--- src/rtl/pipe_ctrl.sv ---
// Pipeline sequencer: turns hazard, redirect, multi-cycle and debug-halt
// events into hold/flush/bubble controls for the IF, ID and EX stages.
module pipe_ctrl #(
  parameter int unsigned FLUSH_CYCLES = 1,
  parameter int unsigned MC_TIMEOUT   = 64
) (
  input  logic        clk,
  input  logic        rst_n,
  input  logic [4:0]  ID_rs1,
  input  logic [4:0]  ID_rs2,
  input  logic        ID_rs1_used,
  input  logic        ID_rs2_used,
  input  logic        EX_is_load,
  input  logic [4:0]  EX_rd,
  input  logic        EX_br_taken,
  input  logic [31:0] EX_br_target,
  input  logic        EX_mc_start,
  input  logic        mc_done,
  input  logic        halt_req,
  input  logic        resume_req,
  output logic        IF_hold,
  output logic        IF_jmp_vld,
  output logic [31:0] IF_jmp_addr,
  output logic        ID_flush,
  output logic        EX_bubble,
  output logic        pipe_hold,
  output logic        halted,
  output logic        mc_timeout,
  output logic [31:0] stall_cycles
);

  typedef enum logic [1:0] {S_RUN, S_FLUSH, S_MC_WAIT, S_HALT} state_t;

  localparam logic [1:0] FC      = 2'(FLUSH_CYCLES);
  localparam logic [7:0] MC_LAST = 8'(MC_TIMEOUT - 1);

  state_t      state, state_nx;
  logic [1:0]  flush_cnt, flush_cnt_nx;
  logic [7:0]  mc_cnt, mc_cnt_nx;
  logic        halt_pend, halt_pend_nx;
  logic        timeout_q, timeout_nx;
  logic [31:0] stall_q;
  logic        load_use;
  logic        hold_c, jv_c, flush_c, bub_c, phold_c, halted_c;

  always_comb begin
    load_use = EX_is_load && (EX_rd != 5'd0) &&
               ((ID_rs1_used && (ID_rs1 == EX_rd)) ||
                (ID_rs2_used && (ID_rs2 == EX_rd)));
  end

  always_comb begin
    state_nx     = state;
    flush_cnt_nx = flush_cnt;
    mc_cnt_nx    = mc_cnt;
    halt_pend_nx = halt_pend;
    timeout_nx   = timeout_q;
    hold_c       = 1'b0;
    jv_c         = 1'b0;
    flush_c      = 1'b0;
    bub_c        = 1'b0;
    phold_c      = 1'b0;
    halted_c     = 1'b0;
    case (state)
      S_RUN: begin
        if (EX_br_taken) begin
          jv_c         = 1'b1;
          flush_c      = 1'b1;
          bub_c        = 1'b1;
          flush_cnt_nx = FC;
          state_nx     = (FC != 2'd0) ? S_FLUSH : S_RUN;
        end else if (EX_mc_start) begin
          hold_c    = 1'b1;
          phold_c   = 1'b1;
          mc_cnt_nx = '0;
          state_nx  = S_MC_WAIT;
        end else if (load_use) begin
          hold_c = 1'b1;
          bub_c  = 1'b1;
        end else if (halt_req) begin
          state_nx = S_HALT;
        end
      end
      S_FLUSH: begin
        flush_c = 1'b1;
        if (EX_br_taken) begin
          jv_c         = 1'b1;
          bub_c        = 1'b1;
          flush_cnt_nx = FC;
          halt_pend_nx = halt_pend | halt_req;
        end else if (flush_cnt == 2'd1) begin
          // A level halt_req is re-sampled in RUN, so a pending halt is dropped here.
          state_nx     = S_RUN;
          halt_pend_nx = 1'b0;
        end else begin
          flush_cnt_nx = flush_cnt - 2'd1;
          halt_pend_nx = halt_pend | halt_req;
        end
      end
      S_MC_WAIT: begin
        hold_c  = 1'b1;
        phold_c = 1'b1;
        if (mc_done) begin
          state_nx     = halt_pend ? S_HALT : S_RUN;
          halt_pend_nx = 1'b0;
        end else if (mc_cnt == MC_LAST) begin
          timeout_nx   = 1'b1;
          state_nx     = S_RUN;
          halt_pend_nx = 1'b0;
        end else begin
          mc_cnt_nx    = mc_cnt + 8'd1;
          halt_pend_nx = halt_pend | halt_req;
        end
      end
      S_HALT: begin
        hold_c   = 1'b1;
        phold_c  = 1'b1;
        halted_c = 1'b1;
        if (resume_req) state_nx = S_RUN;
      end
      default: state_nx = S_RUN;
    endcase
  end

  always_ff @(posedge clk) begin
    if (!rst_n) begin
      state     <= S_RUN;
      flush_cnt <= '0;
      mc_cnt    <= '0;
      halt_pend <= 1'b0;
      timeout_q <= 1'b0;
      stall_q   <= '0;
    end else begin
      state     <= state_nx;
      flush_cnt <= flush_cnt_nx;
      mc_cnt    <= mc_cnt_nx;
      halt_pend <= halt_pend_nx;
      timeout_q <= timeout_nx;
      stall_q   <= stall_q + {31'd0, hold_c};
    end
  end

  always_comb begin
    IF_hold      = rst_n & hold_c;
    IF_jmp_vld   = rst_n & jv_c;
    IF_jmp_addr  = (rst_n && jv_c) ? EX_br_target : '0;
    ID_flush     = rst_n & flush_c;
    EX_bubble    = rst_n & bub_c;
    pipe_hold    = rst_n & phold_c;
    halted       = rst_n & halted_c;
    mc_timeout   = rst_n & timeout_q;
    stall_cycles = rst_n ? stall_q : '0;
  end

endmodule

--- config.mk ---
export PLATFORM = sky130hd
export DESIGN_NAME = pipe_ctrl
export DESIGN_NICKNAME = d
export VERILOG_FILES = /design/src/rtl/pipe_ctrl.sv
export SDC_FILE = /design/constraint.sdc
export NUM_CORES = 1
export LEC_CHECK = 0
export CAP_MARGIN = 0
export CORE_MARGIN = 5
export CORE_UTILIZATION = 42
export CTS_CLUSTER_DIAMETER = 50
export DETAILED_ROUTE_END_ITERATION = 8
export GPL_TIMING_DRIVEN = 0
export MAX_ROUTING_LAYER = met4
export PLACE_DENSITY = 0.81
export SKIP_LAST_GASP = 1
export SLEW_MARGIN = 30
export SYNTH_ARGS = -nofsm -noshare
export SYNTH_HDL_FRONTEND = slang
export SYNTH_SLANG_ARGS = --single-unit
--- constraint.sdc ---
create_clock -name clk -period 3.76 [get_ports clk]
set_input_delay 0.376 -clock clk [delete_from_list [all_inputs] [get_ports clk]]
set_output_delay 0.376 -clock clk [all_outputs]
set_load 0.05 [all_outputs]
Word-level counts from Yosys, hierarchy flattened:

Cells that the tools add are included.

* add/sub/neg operators: 3
* equal/unequal tests: 19
* mux-type cells: 41
* bitwise gates (word level): 9
* reductions and logical operators: 17

Operators with widths (number)
* $mux W32: 2
* $add A32 B1 Y32: 1
* $mux W8: 4
* $mux W2: 13
* $ne A2 B2 Y1 const B: 8
* $pmux W8 S2: 1
* $mux W1: 14
* $eq A5 B5 Y1: 2
* $pmux W1 S2: 5
* $add A8 B1 Y8 const B: 1
* $eq A8 B6 Y1 const B: 1
* $ne A4 B4 Y1 const B: 2
* $pmux W2 S4: 1
* $and A1 B1 Y1: 7
* $ne A3 B3 Y1 const B: 2
* $reduce_and A3 Y1: 2
* $reduce_and A6 Y1: 1
* $reduce_bool A2 Y1: 3
* $logic_and A1 B1 Y1: 5
* $reduce_and A5 Y1: 1
* $reduce_bool A5 Y1: 1
* $eq A2 B1 Y1 const B: 2
* $eq A2 B2 Y1 const B: 2
* $pmux W2 S2: 1
* 6 further kinds: 7

* register bits after elaboration: 46
* input bits: 57
* output and inout port bits: 71

Longest topological paths before layout:

* depth after elaboration: 9
* gate-level depth with buffers: 14
* mapped depth without buffers: 13

Worst setup path after synthesis:

Ideal clock, no wire load.

* path type: reg-to-output
* start point: register state[0]
* end point: output port IF_hold
* data arrival time: 2.751 ns
* data required time: 3.384 ns
* path slack: 0.633 ns
* cell stages (with the launch flop): 8
* cell sequence: dfxtp_1 inv_1 ha_1 clkbuf_1 nor2b_1 a211oi_1 nor3_1 a41o_1

* longest elaborated chain between the ends: 4
* elaborated cells on any way between the ends: 6
* classes of those cells: 2 x eq/ne; 1 x mux; 1 x bitwise; 2 x reduce/logical

RTL lines
* start, declared: RTL line 37 `state_t state, state_nx;`
* start signal, assigned: RTL line 134 `state <= state_nx;`
* $eq A2 B2 Y1: RTL line 64 `case (state)`
* $reduce_or A2 Y1 (no line)
* $pmux W1 S2 (*): RTL line 64
* $and A1 B1 Y1 (*): RTL line 144 `IF_hold = rst_n & hold_c;`
* end, declared: RTL line 21 `output logic IF_hold,`

Mark *: on every way between the ends. The rest lies on a longest branch, timed or not.

Worst setup path in the final report:

* start point: input port EX_rd[3]
* end point: register stall_q[16]

* longest elaborated chain between the ends: 9
* elaborated cells on any way between the ends: 13
* classes of those cells: 1 x add/sub; 2 x eq/ne; 4 x mux; 6 x reduce/logical

RTL lines
* start, declared: RTL line 14 `input logic [4:0] EX_rd,`
* $eq A5 B5 Y1, on equally long branches: RTL line 48, 49
* $logic_and A1 B1 Y1, on equally long branches: RTL line 48, 49
* $logic_or A1 B1 Y1: RTL line 48 `((ID_rs1_used && (ID_rs1 == EX_rd)) ||`
* $logic_and A1 B1 Y1 (*): RTL line 47 `load_use = EX_is_load && (EX_rd != 5'd0) &&`
* $mux W1 (*): RTL line 77 `end else if (load_use) begin`
* $mux W1 (*): RTL line 72 `end else if (EX_mc_start) begin`
* $mux W1 (*): RTL line 66 `if (EX_br_taken) begin`
* $pmux W1 S2 (*): RTL line 64
* $add A32 B1 Y32 (*): RTL line 139 `stall_q <= stall_q + {31'd0, hold_c};`
* end signal, assigned: RTL line 139
* end, declared: RTL line 42 `logic [31:0] stall_q;`

Marks and branches as above.
A chain may end at the register's enable or synchronous reset.

==> flow_summary.yaml <==
cells_and_area:
  n_antenna_cell: 0
  finish.utilization_pct: 64.46
  fill_cells: 565
  areaGrowthSynthToFinish_pct: 51.16
  finalNonFillerCells: 567
  fin_nets: 551
  layout-drive-gt1-share_pct: 3.080
placement:
  dp_hpwl_um: 6533
  portBuffers: 125
  place_ws_ps: 102.8
  dpl.cell_count: 559
  place.gp.congestion: 0.8863
status:
  status: "complete, no violations"
critical_path:
  cp_data_arrival_time_ps: 3560
  path_class: "in -> reg"
  reg2reg_slack_ps: 420
  rr_endpoint: "stall_q[16]"
  worst-endpoint-required_ps: 3940
  start_kind: "primary input"
  worst-path-max-fanout: 4
  worst_r2r_path_depth: 14
  r2r-start: "state[1]"
  cp-end-kind: "register"
grt:
  antenna_found_initial: 0
  grt_max_degree: 14
  grt_pass1_wl_um: 12930
  grtUsageTotal_pct: 19.11
  grt_pass1_vias: 2907
  grt.overflow.total: 0
timing:
  slew_viol_final: 0
  tightestPinTransition_ps: 804.3
  tns_ps: 0
  finalSetupViolations: 0
  whs_ps: 475.2
  fmax_mhz: 295.8
  relSlewSlack_pct: 45.97
  fin_ws_ps: 379.1
  rsz0062_at_grt: "no"
  period_minus_slack_ps: 3381
  finalCritPeriodShare_pct: 89.92
  hold_viol_final: 0
  fin_worst_skew_ps: 7.891
clocking:
  cts_hold_buffers: 0
  worstSkewPairLatency_ps: 300
  cts_num_sinks: 46
  cts_setup_buffers: 0
  clk_pin_slew_ps: 90
  numCtsBuffers: 5
  cts_buffer_depth: 2
  postCtsResizedCells: 0
  cts_htree_levels: 2
  cts_tree: "yes"
  cts-root-buf: "clkbuf_8"
hold_path:
  min_to: "timeout_q"
  worstHoldPathType: "reg -> reg"
  min_from: "timeout_q"
  holdPathStages: 2
logic_synthesis:
  ys_top_cells_by_area: "dfxtp_1 32%, and2_1 15%, xor2_1 9.8%"
  synth_async_sr_flop_share_pct: 0
  synth_area_mm2: 0.002849
  synth_commonest_cells: "68 x and2_1, 48 x nor2_1, 46 x dfxtp_1"
  ys_seq_elements: 46
  synth_edf_count: 0
  yosysUniqueCellTypes: 51
  seq_area_frac_synth_pct: 32.32
  synth_most_common_cell: "and2_1"
  syn_area_per_cell_um2: 8.048
  syn-instance-count: 354
  synth_top_cell_by_area: "dfxtp_1"
  synth.top_cell.area_share_pct: 32.32
  synthFlopType: "dfxtp_1"
  synth_warnings: 0
  syn-num-nets: 419
die:
  io_pins: 128
  die_h_um: 92.36
  start_util_pct: 42.64
  die_area_mm2: 0.008530
  core_area_mm2: 0.006681
  num_rows: 30
  die_w_um: 92.36
power_and_ir_drop:
  peakVddDrop_mv: 0.3061
  powerDensity_mw_per_mm2: 372.8
  total_leakage_power_nw: 1.625
route:
  drtIter0Drc: 125
  viasPerCell: 5.168
  drc: 0
  vias: 2930
  wirelength_um: 8099
  antenna_left: 0
  first_pass_iters: 4
  wl_per_cell_um: 14.28
job:
  cap_violations: 0
## metrics by stage
step / total power, mW / instance area, um^2
after floorplan: 1.006 / 2849
after global placement: 1.233 / 4200
after detailed placement: 1.249 / 4200
after CTS: 1.607 / 4307
after global routing: 1.678 / 4307
final: 1.606 / 4307
## flip-flops by register name, summed over array words and instances, names as in the netlist
register and count:
flush_cnt 2, mc_cnt 8, stall_q 32, state 2, timeout_q 1, halt_pend 1
## area by class of cell
cell class,instances,area (um^2),share of cell area [%]
tap,80,100.1,2.324
sequential,46,920.9,21.38
buffer,14,60.06,1.395
timing repair buffer,125,1251,29.05
inverter,12,45.04,1.046
multi-input combinational,282,1823,42.33
clock inverter,1,30.03,0.6973
clock buffer,7,76.32,1.772
## placed cells by master (no fill, tap or decap), types with 8 or more instances in the layout
cell type          n
a21oi_1           11
and2_1            68
clkbuf_1          15
clkdlybuf4s50_1  125
dfxtp_1           46
ha_1               8
inv_1             12
nand2_1           17
nand3_1           10
nand4_1           12
nor2_1            48
xnor2_1            9
xor2_1            32
## report_power, final
part	internal, mW	switching (mW)	total, mW	leakage (nW)
registers	0.513	0.0218	0.535	0.372
clock network	0.199	0.163	0.362	0.0524
logic	0.268	0.441	0.709	1.20
## worst max-delay path by stage
stage | end | slack, ps | start
4_1_cts | stall_q[16] | 410 | EX_rd[3]
5_1_grt | stall_q[16] | 150 | EX_rd[3]
2_1_floorplan | IF_hold | 630 | state[0]
6_report | stall_q[16] | 380 | EX_rd[3]
3_5_place_dp | stall_q[16] | 100 | EX_rd[3]
3_3_place_gp | stall_q[16] | 110 | EX_rd[3]
## layer usage
metal / wire, um / up-vias / global-route usage (%)
met5: 0 / - / -
met4: 98 / 0 / 5.198
met3: 474 / 11 / 3.981
met2: 4051 / 103 / 33.60
met1: 3475 / 1347 / 22.06
li1: - / 1469 / -
## critical path: stages
cell,delay [ps]
clkdlybuf4s50_1,470
xor2_1,190
nor4_1,300
a32oi_1,170
nor2_1,220
a31o_2,190
ha_1,190
ha_1,250
nand4_1,140
nor4_1,670
nand3_1,190
xor2_1,160
nor2_1,50
## logic make-up (layout without fill, tap and decap cells)
| family | count (synthesis) | in the layout | synth area share (%) |
|---|---|---|---|
| and+or+nand+nor | 191 | 191 | 37.46 |
| DFF | 46 | 46 | 32.32 |
| AOI/OAI and AO/OA | 41 | 41 | 10.06 |
| xor gates and xnor gates | 41 | 41 | 12.60 |
| buffers and inverters | 26 | 159 | 3.689 |
| adders and majority gates | 8 | 8 | 3.514 |
| muxes | 1 | 1 | 0.3514 |
(Power assumes the default switching activity.)
